`src/rtl/pc_chk_pkg.sv`:
```
// Shared types for the PC flow checker: FSM states and per-sample classification codes.
// Also used by the bench and the debug UART dump.
package pc_chk_pkg;

    typedef enum logic [1:0] {
        ST_IDLE = 2'd0,
        ST_RUN  = 2'd1,
        ST_DONE = 2'd2
    } state_t;

    typedef enum logic [1:0] {
        CLS_SEQ   = 2'd0,
        CLS_REDIR = 2'd1,
        CLS_RULE  = 2'd2,
        CLS_ERR   = 2'd3
    } err_class_t;

    // Sequential flow wins over a redirect, and a redirect wins over a rule hit.
    function automatic err_class_t classify(input logic seq, input logic redir, input logic hit);
        if (seq)
            return CLS_SEQ;
        else if (redir)
            return CLS_REDIR;
        else if (hit)
            return CLS_RULE;
        else
            return CLS_ERR;
    endfunction

endpackage

```
`src/rtl/pc_rule_table.sv`:
```
// Whitelist of allowed from->to jump pairs with a single write port.
// The match is purely combinational on the registered table.
module pc_rule_table
    import pc_chk_pkg::*;
#(
    parameter int XLEN      = 32,
    parameter int NUM_RULES = 4,
    parameter int IDX_W     = 2
) (
    input  logic             clk,
    input  logic             rst,
    input  logic             we,
    input  logic [IDX_W-1:0] idx,
    input  logic             en,
    input  logic [XLEN-1:0]  from,
    input  logic [XLEN-1:0]  to,
    input  logic [XLEN-1:0]  last_pc,
    input  logic [XLEN-1:0]  pc,
    output logic             hit
);

    logic [NUM_RULES-1:0] match;

    genvar gi;
    generate
        for (gi = 0; gi < NUM_RULES; gi++) begin : g_rule
            logic            en_reg;
            logic [XLEN-1:0] from_reg;
            logic [XLEN-1:0] to_reg;

            always_ff @(posedge clk) begin
                if (rst) begin
                    en_reg   <= 1'b0;
                    from_reg <= '0;
                    to_reg   <= '0;
                end else if (we && (idx == IDX_W'(gi))) begin
                    en_reg   <= en;
                    from_reg <= from;
                    to_reg   <= to;
                end
            end

            assign match[gi] = en_reg && (from_reg == last_pc) && (to_reg == pc);
        end
    endgenerate

    assign hit = |match;

endmodule

```
`config.mk`:
```
export PLATFORM = sky130hd
export DESIGN_NAME = pc_rule_table
export DESIGN_NICKNAME = d
export VERILOG_FILES = /design/src/rtl/pc_chk_pkg.sv /design/src/rtl/pc_rule_table.sv
export SDC_FILE = /design/constraint.sdc
export NUM_CORES = 1
export LEC_CHECK = 0
export BUFFER_PORTS_ARGS = -buffer_cell sky130_fd_sc_hd__buf_2
export CORE_MARGIN = 5
export CORE_UTILIZATION = 60
export DETAILED_ROUTE_END_ITERATION = 6
export GPL_ROUTABILITY_DRIVEN = 1
export HOLD_SLACK_MARGIN = 0.06
export PLACE_DENSITY = 0.86
export SLEW_MARGIN = 20
export SYNTH_ARGS = -nofsm -noshare
export SYNTH_HDL_FRONTEND = slang
export SYNTH_SLANG_ARGS = --single-unit
```
`constraint.sdc`:
```
create_clock -name clk -period 7.75 [get_ports clk]
set_clock_uncertainty 0.1 [all_clocks]
set_input_delay 2.325 -clock clk [delete_from_list [all_inputs] [get_ports clk]]
set_output_delay 2.325 -clock clk [all_outputs]
set_load 0.01 [all_outputs]
```
== After elaboration in Yosys (flattened, before gate mapping) ==
Cells that the tools add are included.

* Register bits: 260
* Latch bits: 0
* Bits in writable memories: 0
* ROM bits: 0
* Input port bits: 134
* Output and inout bits: 1
* Logic and storage cells: 37
* Memories kept: 0

* Add/sub/neg operators: 0
* Multiply operators: 0
* Div/mod/pow operators: 0
* Magnitude comparators: 0
* Eq/ne operators: 11
* Shift-type cells: 0
* Multiplexer cells: 0
* Bitwise logic cells: 0
* Reductions and logical operators: 14

{| class="wikitable"
|+ Operator list
! operator !! number
|-
| 32-bit == test || 8
|-
| 1-bit logical AND || 12
|-
| 2-bit == test (second input constant) || 2
|-
| 4-bit OR reduction || 1
|-
| 2-bit by 1-bit == test with 1-bit output (second input constant) || 1
|-
| 2-bit logical NOT || 1
|}

== Longest topological paths before layout ==
Gate-level depths: netlist of the first run.

* Depth in word-level cells: 4
* Mapped depth: 7

== Worst setup path before layout of the first run ==
Ideal clock, no wire load.

* Kind: input port to output port
* Start: input last_pc[14]
* End: output hit
* Data arrival time: 3534 ps
* Slack: 1791 ps
* Stages: 7
* Buffers on the path: 1
* Cell sequence: clkbuf_1 -> xnor2_1 -> nand4_1 -> nor4_1 -> nand3_1 -> nor4_1 -> a311o_2

* Cells in the longest elaborated chain, start to end: 4
* Elaborated cells between the ends (all ways): 13
* Those cells by class: 4 x eq/ne; 9 x reduce/logical

{| class="wikitable"
|+ RTL lines
! item !! RTL line !! source
|-
| start: declaration || pc_rule_table.sv:17 || <nowiki>input logic [XLEN-1:0] last_pc,</nowiki>
|-
| 32-bit == test || pc_rule_table.sv:43 || <nowiki>assign match[gi] = en_reg && (from_reg == last_pc) && (to_reg == pc);</nowiki>
|-
| 1-bit logical AND (2 in series) || pc_rule_table.sv:43 ||
|-
| 4-bit OR reduction (*) || pc_rule_table.sv:47 || <nowiki>assign hit = |match;</nowiki>
|-
| end: declaration || pc_rule_table.sv:19 || <nowiki>output logic hit</nowiki>
|}

Mark *: on every way between the ends. The rest lies on a longest branch, timed or not.

== Final worst setup path of the first run ==
* Start: input pc[14]
* End: output hit

* Cells in the longest elaborated chain, start to end: 3
* Elaborated cells between the ends (all ways): 9
* Those cells by class: 4 x eq/ne; 5 x reduce/logical

{| class="wikitable"
|+ RTL lines
! item !! RTL line !! source
|-
| start: declaration || pc_rule_table.sv:18 || <nowiki>input logic [XLEN-1:0] pc,</nowiki>
|-
| 32-bit == test || pc_rule_table.sv:43 ||
|-
| 1-bit logical AND || pc_rule_table.sv:43 ||
|-
| 4-bit OR reduction (*) || pc_rule_table.sv:47 ||
|}

Marks and branches as above.

==> impl_metrics.toml, run 1 <==
[clocking]
htreeDepth = 1
cts.clk_slew.worst_paths_ns = 0.06
ctsResizeCount = 0
clock-sinks = 260
postCtsSetupBuffers = 0
clock_path_buffers = 3
cts_tree = "done"
insertion_delay_ns = 0.53
cts_buffers = 27
cts_hold_repair.buffers = 0
cts-root-buf = "clkbuf_16"

[sta]
tightest_slew_ns = 1.073
holdWs_ns = 0.3553
fin_crit_sh_pct = 85.15
fin_setup_tns_ns = 0
slew_violations = 0
setup-violations-final = 0
setup_ws_ns = 1.151
fin_crit_ns = 6.599
clock.fmax_mhz = 151.5
rsz0062_at_grt = "no"
finalHoldViolations = 0
max-slew-margin-rel_pct = 28.44

[die]
die_area_um2 = 22580
die-width_um = 150.3
pin_count = 135
fp.dieH_um = 150.3
design.core.area_um2 = 19400
num_rows = 51
initial_core_util_pct = 60.87

[power]
p_leak_nw = 4.981
total_power_mw = 3.172
peakVddDrop_mv = 0.2042
power_density_nw_per_um2 = 235.6

[yosys]
synthesis.nets = 1664
netlist_area_um2 = 11810
seq_area_frac_synth_pct = 44.08
yosysUniqueCellTypes = 36
yosys_warnings = 0
syn-instance-count = 1530
syn_avg_cell_area_um2 = 7.717
synth.ff_latch_count = 260

[detailed_routing]
drt-vias-per-instance = 6.043
antenna_left = 0
drt_iter0_drc = 1733
drc_errors = 0
vias = 11370
dr.pass1.iters = 6
drt-total-wl_mm = 43.07
wl_per_cell_um = 22.88

[setup_path]
slowest_stage = "a2111oi_2"
path_class = "in -> out"
start_kind = "input pin"
worstPathArrival_ns = 4.17
cp_cell_sequence = "buf_2 > xnor2_1 > o221ai_1 > a2111oi_2 > nand4_1 > nor4_1 > a311o_2 > buf_2"
cp_top_family = "compound AO/OA/AOI/OAI gates"
critPathMaxFanout = 4
worst_path_most_repeated_cell = "buf_2"
crit_required_ns = 5.33
cp-end-kind = "output port"
slowest_delay_ns = 0.36
critPathBufInv = 2

[final_layout]
fin_cells = 1882
fill_cells = 1604
drive_gt1_share_pct = 12.12
final_net_count = 1732
final_cell_area_um2 = 13460
area_growth_pct = 14.01
fin_util_pct = 69.40
diodes = 0

[grt]
grt_pass1_wl_mm = 63.55
grt_max_degree = 143
overflow = 0
grtUsageTotal_pct = 37.58
grt_pass1_vias = 10520
antenna_found_initial = 0

[hold_path]
holdCritPathClass = "reg -> reg"

[place]
dpl_cell_area_um2 = 12510
dp_worst_setup_slack_ns = 1.204
hpwl_mm = 29.96
port_buffers = 134
place_inst = 1834
gp_congestion = 1.031

[outcome]
outcome = "finished clean"

[run]
max_cap_viol_count = 0
-- path summary, 6_finish.rpt --
| path | to | slack (ns) | cells past startpoint | startpoint |
|---|---|---|---|---|
| setup / recovery | hit | 1.15 | 8 | pc[14] |
| hold / removal | g_rule[0].from_reg[28] | 0.36 | 2 | g_rule[0].from_reg[28] |
| setup reg to reg | g_rule[0].to_reg[17] | 6.90 | 2 | g_rule[0].to_reg[17] |
| hold reg to reg | g_rule[0].from_reg[28] | 0.36 | 2 | g_rule[0].from_reg[28] |
-- cell usage in the layout (no fill, tap or decap), types with 5 or more instances in the layout --
master and count:
a221oi_1 6, bufinv_16 5, clkbuf_16 27, o221ai_1 5, nand2_1 521, nand4_1 34, buf_4 9, clkinv_2 6
inv_1 31, nor4_1 35, xor2_1 113, dfxtp_1 260, buf_2 133, o2bb2ai_1 6, clkbuf_8 5, a21oi_1 263
xnor2_1 111, o22ai_1 5
-- power breakdown --
part | internal [mW] | switching, mW | leakage, nW
Sequential | 1.38 | 0.0309 | 2.11
Clock | 0.851 | 0.537 | 0.472
Combinational | 0.117 | 0.255 | 2.40
-- final cells by class --
cell class	instances	area [µm²]	area share (%)
clock buffer	36	759.5	5.642
tap	265	331.6	2.463
timing repair buffer	143	744.5	5.530
inverter	31	116.4	0.8644
multi-input combinational	1135	6116	45.43
clock inverter	12	188.9	1.403
sequential	260	5205	38.67
-- Yosys cell counts --
cell         n  area (µm²)
a2111oi_2    1       15.01
a21oi_1    263        1316
a221oi_1     6       52.55
a222oi_1     1       10.01
a22o_1       1       8.760
a22oi_1      2       15.01
a311o_2      1       11.26
and3_1       2       12.51
and3b_1      1       8.760
and4_1       2       17.52
buf_1       12       45.04
buf_2        4       20.02
clkbuf_1    87       326.6
clkbuf_2     1       5.000
dfxtp_1    260        5205
inv_1       31       116.4
nand2_1    521        1956
nand2b_1     2       12.51
nand3_1      4       20.02
nand3b_1     1       7.510
nand4_1     34       212.7
nor2_1       5       18.77
nor2b_1      2       12.51
nor3_1       2       10.01
nor3b_1      1       7.510
nor4_1      35       219.0
nor4b_1      1       8.760
o2111ai_1    2       17.52
o21ai_0      3       15.01
o221ai_1     5       43.79
o22ai_1      5       31.28
o2bb2ai_1    6       52.55
or2_2        1       6.260
or3b_2       1       8.760
xnor2_1    111       972.2
xor2_1     113       989.7
-- worst reg2reg max path, cell delays in order (launching register included) --
cell     delay [ns]
dfxtp_1        0.43
nand2_1        0.08
a21oi_1        0.16
-- kinds of logic (layout without fill, tap and decap cells) --
group	count (synthesis)	in the layout	share of synthesized area [%]
flip-flops	260	260	44.08
AO/OA/AOI/OAI	296	296	13.46
XOR/XNOR	224	224	16.62
buffers and inverters	135	222	4.344
AND/OR/NAND/NOR	615	615	21.50
-- routing by layer --
metal / track usage [%] / vias up / part of all wire (%)
li1: - / 5144 / -
met1: 51.47 / 5312 / 38
met2: 57.64 / 767 / 44
met3: 6.020 / 150 / 11
met4: 18.89 / 0 / 6.3
met5: 0 / - / 0
Power figures use the tool's default switching activity.
==> inputs of run 2 (changes only) <==
--- a/config.mk
+++ b/config.mk
@@ -5,13 +5,13 @@
 export SDC_FILE = /design/constraint.sdc
 export NUM_CORES = 1
 export LEC_CHECK = 0
-export BUFFER_PORTS_ARGS = -buffer_cell sky130_fd_sc_hd__buf_2
 export CORE_MARGIN = 5
 export CORE_UTILIZATION = 60
 export DETAILED_ROUTE_END_ITERATION = 6
+export DONT_BUFFER_PORTS = 1
 export GPL_ROUTABILITY_DRIVEN = 1
 export HOLD_SLACK_MARGIN = 0.06
-export PLACE_DENSITY = 0.86
+export PLACE_DENSITY = 0.8
 export SLEW_MARGIN = 20
 export SYNTH_ARGS = -nofsm -noshare
 export SYNTH_HDL_FRONTEND = slang
==> impl_metrics.toml, run 2 (same netlist as run 1, synthesis figures left out) <==
[grt]
overflow = 0
antenna_found_initial = 0
grtUsageTotal_pct = 35.63
grt_pass1_vias = 9772
grt_max_degree = 261
grt_pass1_wl_mm = 60.66

[detailed_routing]
dr.pass1.iters = 7
wl_per_cell_um = 23.53
vias = 10540
drc_errors = 0
drt-vias-per-instance = 6.034
drt-total-wl_mm = 41.09
antenna_left = 0
drt_iter0_drc = 1520

[outcome]
outcome = "finished clean"

[final_layout]
area_growth_pct = 7.587
final_cell_mix = "nand2_1 (521), a21oi_1 (263), dfxtp_1 (260)"
diodes = 0
final_net_count = 1595
drive_gt1_share_pct = 3.849
final_common_cell = "nand2_1"
final_cell_area_um2 = 12700

[place]
dpl_cell_area_um2 = 11820
hpwl_mm = 28.64
port_buffers = 0
gp_congestion = 1.138

[run]
max_cap_viol_count = 0

[power]
p_sw_mw = 0.7325
p_leak_nw = 4.402
peakVddDrop_mv = 0.1865
seqPwrFrac_pct = 47.3
p_int_mw = 2.251
power_density_nw_per_um2 = 234.9
clkPwrFrac_pct = 43.9
total_power_mw = 2.984
pwr-share-comb_pct = 8.8
switching_share_pct = 24.55

[hold_path]
whs_path_depth = 2
holdCritPathClass = "reg -> reg"

[setup_path]
slowest_delay_ns = 0.73
cp_cell_sequence = "xor2_1 > nor4_1 > nand4_1 > nor4_1 > a311o_2"
cp-end-kind = "output port"
crit_required_ns = 5.33
critPathMaxFanout = 4
worstPathArrival_ns = 3.92
slowest_stage = "nor4_1"
path_class = "in -> out"
start_kind = "input pin"
worst_path_most_repeated_cell = "nor4_1"
worst-r2r-cell-count = 2

[sta]
tightest_slew_ns = 0.9725
max-slew-margin-rel_pct = 35.17
fin_setup_tns_ns = 0
rsz0062_at_grt = "no"
clock.fmax_mhz = 157.7
fin_crit_sh_pct = 81.81
setup-violations-final = 0
finalHoldViolations = 0
holdWs_ns = 0.3536
slew_violations = 0
fin_crit_ns = 6.341

[die]
die_area_um2 = 22580
pin_count = 135
design.core.area_um2 = 19400
die-width_um = 150.3
fp.dieH_um = 150.3
num_rows = 51
initial_core_util_pct = 60.87

[clocking]
clock_path_buffers = 3
cts_buffers = 26
postCtsSetupBuffers = 0
insertion_delay_ns = 0.53
htreeDepth = 1
cts_tree = "done"
ctsResizeCount = 0
cts.clk_slew.worst_paths_ns = 0.06
cts_hold_repair.buffers = 0
cts-root-buf = "clkbuf_16"
clock-sinks = 260
[run 2: routing by layer]
| layer | up-vias | part of all wire, % | GRT usage [%] |
|---|---|---|---|
| met5 | - | 0 | 0 |
| met2 | 649 | 44 | 54.25 |
| li1 | 4857 | - | - |
| met3 | 121 | 13 | 10.93 |
| met4 | 0 | 5.9 | 17.93 |
| met1 | 4908 | 38 | 45.80 |
[run 2: final timing paths]
kind	startpoint	to	slack [ns]
worst max-delay path	last_pc[7]	hit	1.41
worst min register to register	g_rule[2].to_reg[4]	g_rule[2].to_reg[4]	0.35
worst max register to register	g_rule[0].to_reg[17]	g_rule[0].to_reg[17]	6.92
worst min-delay path	g_rule[2].to_reg[4]	g_rule[2].to_reg[4]	0.35
[run 2: stage by stage]
stage	util [%]	worst slack, ns	cells
after global placement	60.93	1.537	1698
after detailed placement	60.93	1.498	1698
final	65.49	1.409	1746
after CTS	65.49	1.496	1746
after floorplan	-	1.791	1530
after global routing	65.49	1.378	1746
[run 2: worst max-delay path: cells and delay by family]
kind | cells | cell delay (ns)
compound gates | 1 | 0.29
xor+xnor | 1 | 0.16
simple gates | 3 | 1.14
[run 2: power groups by stage]
stage | Sequential, mW | Combinational, mW | Clock (mW)
after floorplan | 1.43 | 0.190 | 0
after global placement | 1.44 | 0.250 | 0
after detailed placement | 1.44 | 0.252 | 0
after CTS | 1.41 | 0.254 | 1.31
after global routing | 1.42 | 0.274 | 1.37
final | 1.41 | 0.263 | 1.31
[run 2: area by class of cell]
type                       count  area, µm²
timing repair buffer           7      52.55
inverter                      31      116.4
clock inverter                10      127.6
clock buffer                  38      757.0
fill                        1688       6695
multi-input combinational   1135       6113
sequential                   260       5205
tap                          265      331.6
